File: src/rtl/ioctl_dispatch.sv
// Routes the HPS download stream to the core ROM port, the mod one-hot bus and the DIP registers, and sequences core_reset.
// Optional rom_sum checksum output when LOADER_CHECKSUM_EN is defined. ROM writes have 1-cycle latency; no backpressure.
module ioctl_dispatch #(
  parameter int ROM_AW        = 16,
  parameter int NUM_MODS      = 18,
  parameter int DIP_BYTES     = 8,
  parameter int SETTLE_CYCLES = 4096
) (
  input  logic                   clk_sys,
  input  logic                   reset_n,
  input  logic                   ioctl_download,
  input  logic                   ioctl_wr,
  input  logic [24:0]            ioctl_addr,
  input  logic [7:0]             ioctl_dout,
  input  logic [7:0]             ioctl_index,
  output logic [ROM_AW-1:0]      dn_addr,
  output logic [7:0]             dn_data,
  output logic                   dn_wr,
  output logic [7:0]             mod_code,
  output logic [NUM_MODS-1:0]    mod_onehot,
  output logic [8*DIP_BYTES-1:0] dip_flat,
  output logic                   core_reset,
  output logic                   rom_loaded,
  output logic                   oob_err
`ifdef LOADER_CHECKSUM_EN
  ,
  output logic [15:0]            rom_sum
`endif
);

  localparam int CNT_W = $clog2(SETTLE_CYCLES + 1);
  localparam logic [CNT_W-1:0] CNT_LAST = CNT_W'(SETTLE_CYCLES - 1);

  typedef enum logic [2:0] {
    IDLE, LOAD_ROM, LOAD_MOD, LOAD_DIP, IGNORE, SETTLE, RUN
  } state_t;

  state_t             state;
  state_t             ret_state;
  logic               dl_prev;
  logic [CNT_W-1:0]   settle_cnt;

  logic               dl_rise;
  logic               rom_in_range;
  logic [7:0]         mod_next;
  logic [NUM_MODS-1:0] onehot_next;

  assign dl_rise      = ioctl_download & ~dl_prev;
  assign rom_in_range = (ioctl_addr[24:ROM_AW] == '0);

  // A mod byte arriving in the same cycle the download falls must still reach the one-hot bus.
  always_comb begin
    mod_next = mod_code;
    if (state == LOAD_MOD && ioctl_wr && ioctl_addr == 25'd0)
      mod_next = ioctl_dout;
    onehot_next = '0;
    for (int k = 0; k < NUM_MODS; k++)
      onehot_next[k] = (mod_next == 8'(k));
    if (32'(mod_next) >= NUM_MODS)
      onehot_next = NUM_MODS'(1);
  end

  function automatic state_t dispatch(input logic [7:0] idx);
    case (idx)
      8'd0:    return LOAD_ROM;
      8'd1:    return LOAD_MOD;
      8'd254:  return LOAD_DIP;
      default: return IGNORE;
    endcase
  endfunction

  always_ff @(posedge clk_sys) begin
    if (!reset_n) begin
      state      <= IDLE;
      ret_state  <= IDLE;
      dl_prev    <= 1'b0;
      settle_cnt <= '0;
      dn_wr      <= 1'b0;
      dn_addr    <= '0;
      dn_data    <= '0;
      mod_code   <= '0;
      mod_onehot <= NUM_MODS'(1);
      dip_flat   <= '1;
      core_reset <= 1'b1;
      rom_loaded <= 1'b0;
      oob_err    <= 1'b0;
`ifdef LOADER_CHECKSUM_EN
      rom_sum    <= '0;
`endif
    end else begin
      dl_prev <= ioctl_download;
      dn_wr   <= 1'b0;
      case (state)
        IDLE, RUN, SETTLE: begin
          if (dl_rise) begin
            // Index is captured here only; the load state itself holds it until download falls.
            state      <= dispatch(ioctl_index);
            ret_state  <= state;
            settle_cnt <= '0;
            if (ioctl_index == 8'd0 || ioctl_index == 8'd1)
              core_reset <= 1'b1;
`ifdef LOADER_CHECKSUM_EN
            if (ioctl_index == 8'd0)
              rom_sum <= '0;
`endif
          end else if (state == SETTLE) begin
            if (settle_cnt == CNT_LAST) begin
              settle_cnt <= '0;
              state      <= rom_loaded ? RUN : IDLE;
              core_reset <= ~rom_loaded;
            end else begin
              settle_cnt <= settle_cnt + 1'b1;
            end
          end else if (state == IDLE) begin
            core_reset <= 1'b1;
          end else begin
            core_reset <= 1'b0;
          end
        end

        LOAD_ROM: begin
          core_reset <= 1'b1;
          if (ioctl_wr) begin
            if (rom_in_range) begin
              dn_wr   <= 1'b1;
              dn_addr <= ioctl_addr[ROM_AW-1:0];
              dn_data <= ioctl_dout;
`ifdef LOADER_CHECKSUM_EN
              rom_sum <= rom_sum + {8'd0, ioctl_dout};
`endif
            end else begin
              oob_err <= 1'b1;
            end
          end
          if (!ioctl_download) begin
            rom_loaded <= 1'b1;
            settle_cnt <= '0;
            state      <= SETTLE;
          end
        end

        LOAD_MOD: begin
          core_reset <= 1'b1;
          mod_code   <= mod_next;
          if (!ioctl_download) begin
            mod_onehot <= onehot_next;
            settle_cnt <= '0;
            state      <= SETTLE;
          end
        end

        LOAD_DIP: begin
          if (ioctl_wr) begin
            for (int i = 0; i < DIP_BYTES; i++)
              if (ioctl_addr == 25'(i))
                dip_flat[8*i +: 8] <= ioctl_dout;
          end
          if (!ioctl_download)
            state <= ret_state;
        end

        IGNORE: begin
          if (!ioctl_download)
            state <= ret_state;
        end

        default: state <= IDLE;
      endcase
    end
  end

endmodule

File: config.mk
export PLATFORM = sky130hd
export DESIGN_NAME = ioctl_dispatch
export DESIGN_NICKNAME = d
export VERILOG_FILES = /design/src/rtl/ioctl_dispatch.sv
export SDC_FILE = /design/constraint.sdc
export NUM_CORES = 1
export LEC_CHECK = 0
export ABC_AREA = 1
export BUFFER_PORTS_ARGS = -buffer_cell sky130_fd_sc_hd__clkbuf_2
export CORE_ASPECT_RATIO = 1.5
export CORE_MARGIN = 10
export CORE_UTILIZATION = 40
export CTS_BUF_LIST = sky130_fd_sc_hd__clkbuf_4 sky130_fd_sc_hd__clkbuf_8
export CTS_CLUSTER_SIZE = 8
export DETAILED_ROUTE_END_ITERATION = 12
export GPL_TIMING_DRIVEN = 1
export PLACE_DENSITY_LB_ADDON = 0.3
export SLEW_MARGIN = 40
export SYNTH_ARGS = -nofsm -noshare
export SYNTH_HDL_FRONTEND = slang
export SYNTH_SLANG_ARGS = --single-unit
File: constraint.sdc
create_clock -name clk_sys -period 1.85 [get_ports clk_sys]
set_clock_uncertainty 0.15 [all_clocks]
set_input_delay 0.0925 -clock clk_sys [delete_from_list [all_inputs] [get_ports clk_sys]]
set_output_delay 0.0925 -clock clk_sys [all_outputs]
set_load 0.005 [all_outputs]
==> flow_metrics.py <==
metrics = {
    "critical_path": {
        "worstPathMaxFanout": 4,
        "crit_type": "flop to flop",
        "regToRegSetupSlack_ps": -40,
        "path_cells": "buf_4 > nand3_4 > nand2_4 > nor2_4 > nand2_2 > nand2_4 > nand3_4 > nor2_4 > nand2_2 > nor2_4 > nand2_1 > nand2_1 > nor2_1",
        "rr_startpoint": "state[0]",
        "cpMaxStageDelayCell": "dfxtp_4",
        "reg2reg_depth": 13,
        "cp.required_ps": 2020,
        "cp-start-kind": "flop",
        "slowest_delay_ps": 370,
        "critical_path.endpoint_type": "flop",
        "cp.arrival_ps": 2060,
        "path_common_cell": "nor2_4",
        "worst_r2r_endpoint": "settle_cnt[11]",
    },
    "synth": {
        "synth_top_family_by_area": "simple AND/OR/NAND/NOR gates",
        "yosys.area_share.simple": 0.262,
        "synth_top_area_share": 0.493,
        "synthAdderAreaFrac": 0.00223,
        "synth-edff-count": 0,
        "synthTopCellsByArea": "dfxtp_1 (49%), nand2_1 (10%), o211ai_1 (8.6%), nor2_1 (5.9%), a21oi_1 (4.3%)",
        "yosysWarnings": 0,
        "netlist_area_um2": 5610,
        "synth_top_cell_by_area": "dfxtp_1",
        "avgSynthCellArea_um2": 7.78,
        "ys_ff_latch": 138,
        "syn_inst": 721,
        "synth_most_common_cell": "nand2_1",
        "synthTopCellsByCount": "nand2_1 (155), dfxtp_1 (138), nor2_1 (88)",
        "yosysSeqAreaShare": 0.493,
        "synth_nets": 767,
        "synth-xor-area-share": 0,
        "synthArstFlopShare": 0,
        "synth.area.mux_share": 0,
        "synth-compound-area-share": 0.179,
        "synth_ff_type": "dfxtp_1",
        "ys_types": 33,
    },
    "grt": {
        "antenna_found_initial": 0,
        "overflow": 0,
        "grt_util_all_layers": 0.184,
        "grt_pass1_vias": 5773,
        "grt_max_degree": 97,
        "grt_first_pass_wirelength_um": 28400,
    },
    "sta": {
        "relSlewSlack": 0.728,
        "period_needed_ps": 1890,
        "setup_viol": 10,
        "tightest_slew_ps": 409,
        "clock.fmax_mhz": 528,
        "fin_crit_sh": 1.02,
        "drv_slew": 0,
        "finalHoldViolCount": 0,
        "rsz0062_at_grt": "yes",
        "worst_slack_ps": -44.8,
    },
    "cts": {
        "cts-root-buf": "clkbuf_8",
        "clkSinkCount": 138,
        "clock_path_buffers": 2,
        "clk_pin_slew_ps": 80,
        "htreeDepth": 4,
        "clk_latency_ps": 420,
        "cts_buffers": 17,
        "tritoncts": "yes",
    },
    "power_and_ir_drop": {
        "pwr-share-comb": 0.217,
        "max-vdd-ir-drop_v": 0.000758,
        "pwr-share-clk": 0.367,
        "p_switching_uw": 2160,
        "switching_share": 0.291,
        "powerDensity_nw_per_um2": 900,
        "p_leak_uw": 0.00398,
        "p_int_uw": 5260,
        "seqPwrFrac": 0.416,
    },
    "route": {
        "drc_errors": 0,
        "via_per_inst": 5.07,
        "dr.pass1.iters": 5,
        "wl_per_cell_um": 15.6,
        "drtAntennaViolNets": 0,
        "vias": 5901,
        "routed_wl_um": 18200,
        "drtIter0Drc": 372,
    },
    "placed_design": {
        "io_buffer_count": 162,
        "gp_congestion": 0.924,
        "dp_hpwl_um": 12800,
        "dp.cells": 1088,
    },
    "hold_path": {
        "min_to": "core_reset",
        "min-delay-path-class": "primary input to flop",
        "holdCritStartpoint": "ioctl_index[0]",
        "whs_path_depth": 5,
    },
    "die": {
        "start_util": 0.412,
        "core_area_um2": 13600,
        "die_x_um": 117,
        "num_rows": 52,
        "pin_count": 163,
        "die_y_um": 165,
        "fp.dieArea_um2": 19300,
    },
    "final_layout": {
        "fillers": 1204,
        "fin_util": 0.606,
        "drive_gt1_frac": 0.365,
        "diodes": 0,
        "area_growth_pct": 46.9,
        "final_cell_count_no_fill": 1164,
        "final_nets": 1036,
    },
    "run_status": {
        "violations": "setup timing",
        "status": "finished, violations left",
    },
    "flow_run": {
        "cap_violations": 0,
    },
}
## cell type report
type | count | area (µm²) | share of cell area
flip-flops and latches | 138 | 2770 | 0.337
clock buffers | 18 | 248 | 0.0301
clock inverters | 13 | 193 | 0.0234
repair buffers | 280 | 1830 | 0.222
multi-input cells | 493 | 2760 | 0.334
well taps | 162 | 203 | 0.0246
inverters | 60 | 241 | 0.0293
## stage by stage
stage	hold WS, ps	total power, µW	area (µm²)	TNS, ps	setup slack, ps
after floorplan	36.0	3780	5610	0	27.8
after global placement	186	4320	7080	-949	-127
after detailed placement	190	4330	7080	-1600	-154
after CTS	24.2	7270	7950	-29.9	-28.7
after global routing	50.7	7740	8240	-4160	-173
final	23.3	7420	8240	-165	-44.8
## worst max path at each step
| stage | startpoint | cells after the start | to | slack (ps) |
|---|---|---|---|---|
| final | state[0] | 13 | settle_cnt[11] | -40 |
| after global routing | state[0] | 12 | settle_cnt[9] | -170 |
| after CTS | state[0] | 14 | settle_cnt[11] | -30 |
| after detailed placement | state[1] | 13 | settle_cnt[11] | -150 |
| after global placement | state[1] | 13 | settle_cnt[11] | -130 |
| after floorplan | settle_cnt[1] | 10 | state[0] | 30 |
## worst max-delay path, delay by kind of cell, from the launching register on
kind	cells	cell delay (ps)
buf+inv	1	150
flops	1	370
simple gates	12	1120
## what timing repair did
action / 4_1_cts / 5_1_grt
hold buffers: 28 / 0
endpoints found under the hold margin: 41 / 0
setup buffers: 7 / 8
resized for setup: 26 / 58
pin swaps: 10 / 18
setup endpoints to repair: 34 / 68
cloned: 1 / 1
## power by group through the flow
stage / sequential [µW] / clock [µW] / combinational, µW
CTS: 3080 / 2790 / 1390
floorplan: 3130 / 0 / 645
global route: 3090 / 2910 / 1740
finish: 3090 / 2720 / 1610
detailed placement: 3140 / 0 / 1200
global placement: 3130 / 0 / 1190
## per-layer routing
metal | global-route usage | share of wire | vias up | wire, µm
met3 | 0.0606 | 0.075 | 15 | 1360
met4 | 0.0586 | 0.012 | 0 | 219
met5 | 0 | 0 | - | 0
li1 | - | - | 2961 | -
met2 | 0.320 | 0.51 | 178 | 9290
met1 | 0.206 | 0.40 | 2747 | 7300
## flip-flops by register name, indices dropped and copies added, names as in the netlist, 3 cells and up
register,cells
dip_flat,64
ret_state,3
dn_data,8
state,3
settle_cnt,13
dn_addr,16
mod_code,8
mod_onehot,18
## cells by family after synthesis
kind of cell | after synthesis
flops | 138
buf+inv | 91
simple gates | 330
compound gates | 161
fa+ha+maj | 1
## layout by cell type (no fill, tap or decap), types with 3 or more instances in the layout
cell	n
a21oi_1	45
a21oi_2	3
buf_4	78
buf_6	8
bufinv_16	4
clkbuf_2	162
clkbuf_8	18
clkinv_1	9
clkinv_4	3
clkinvlp_4	3
dfxtp_1	133
dfxtp_2	3
dlygate4sd3_1	28
inv_1	42
inv_2	4
inv_4	3
inv_6	4
nand2_1	145
nand2_2	13
nand2_4	7
nand3_1	33
nand3_2	8
nand3_4	5
nand4_1	5
nor2_1	84
nor2_2	8
nor2_4	11
nor3_1	4
o211ai_1	64
o21ai_0	29
o21ai_1	8
Note: power is estimated with default switching activity, not from simulation.
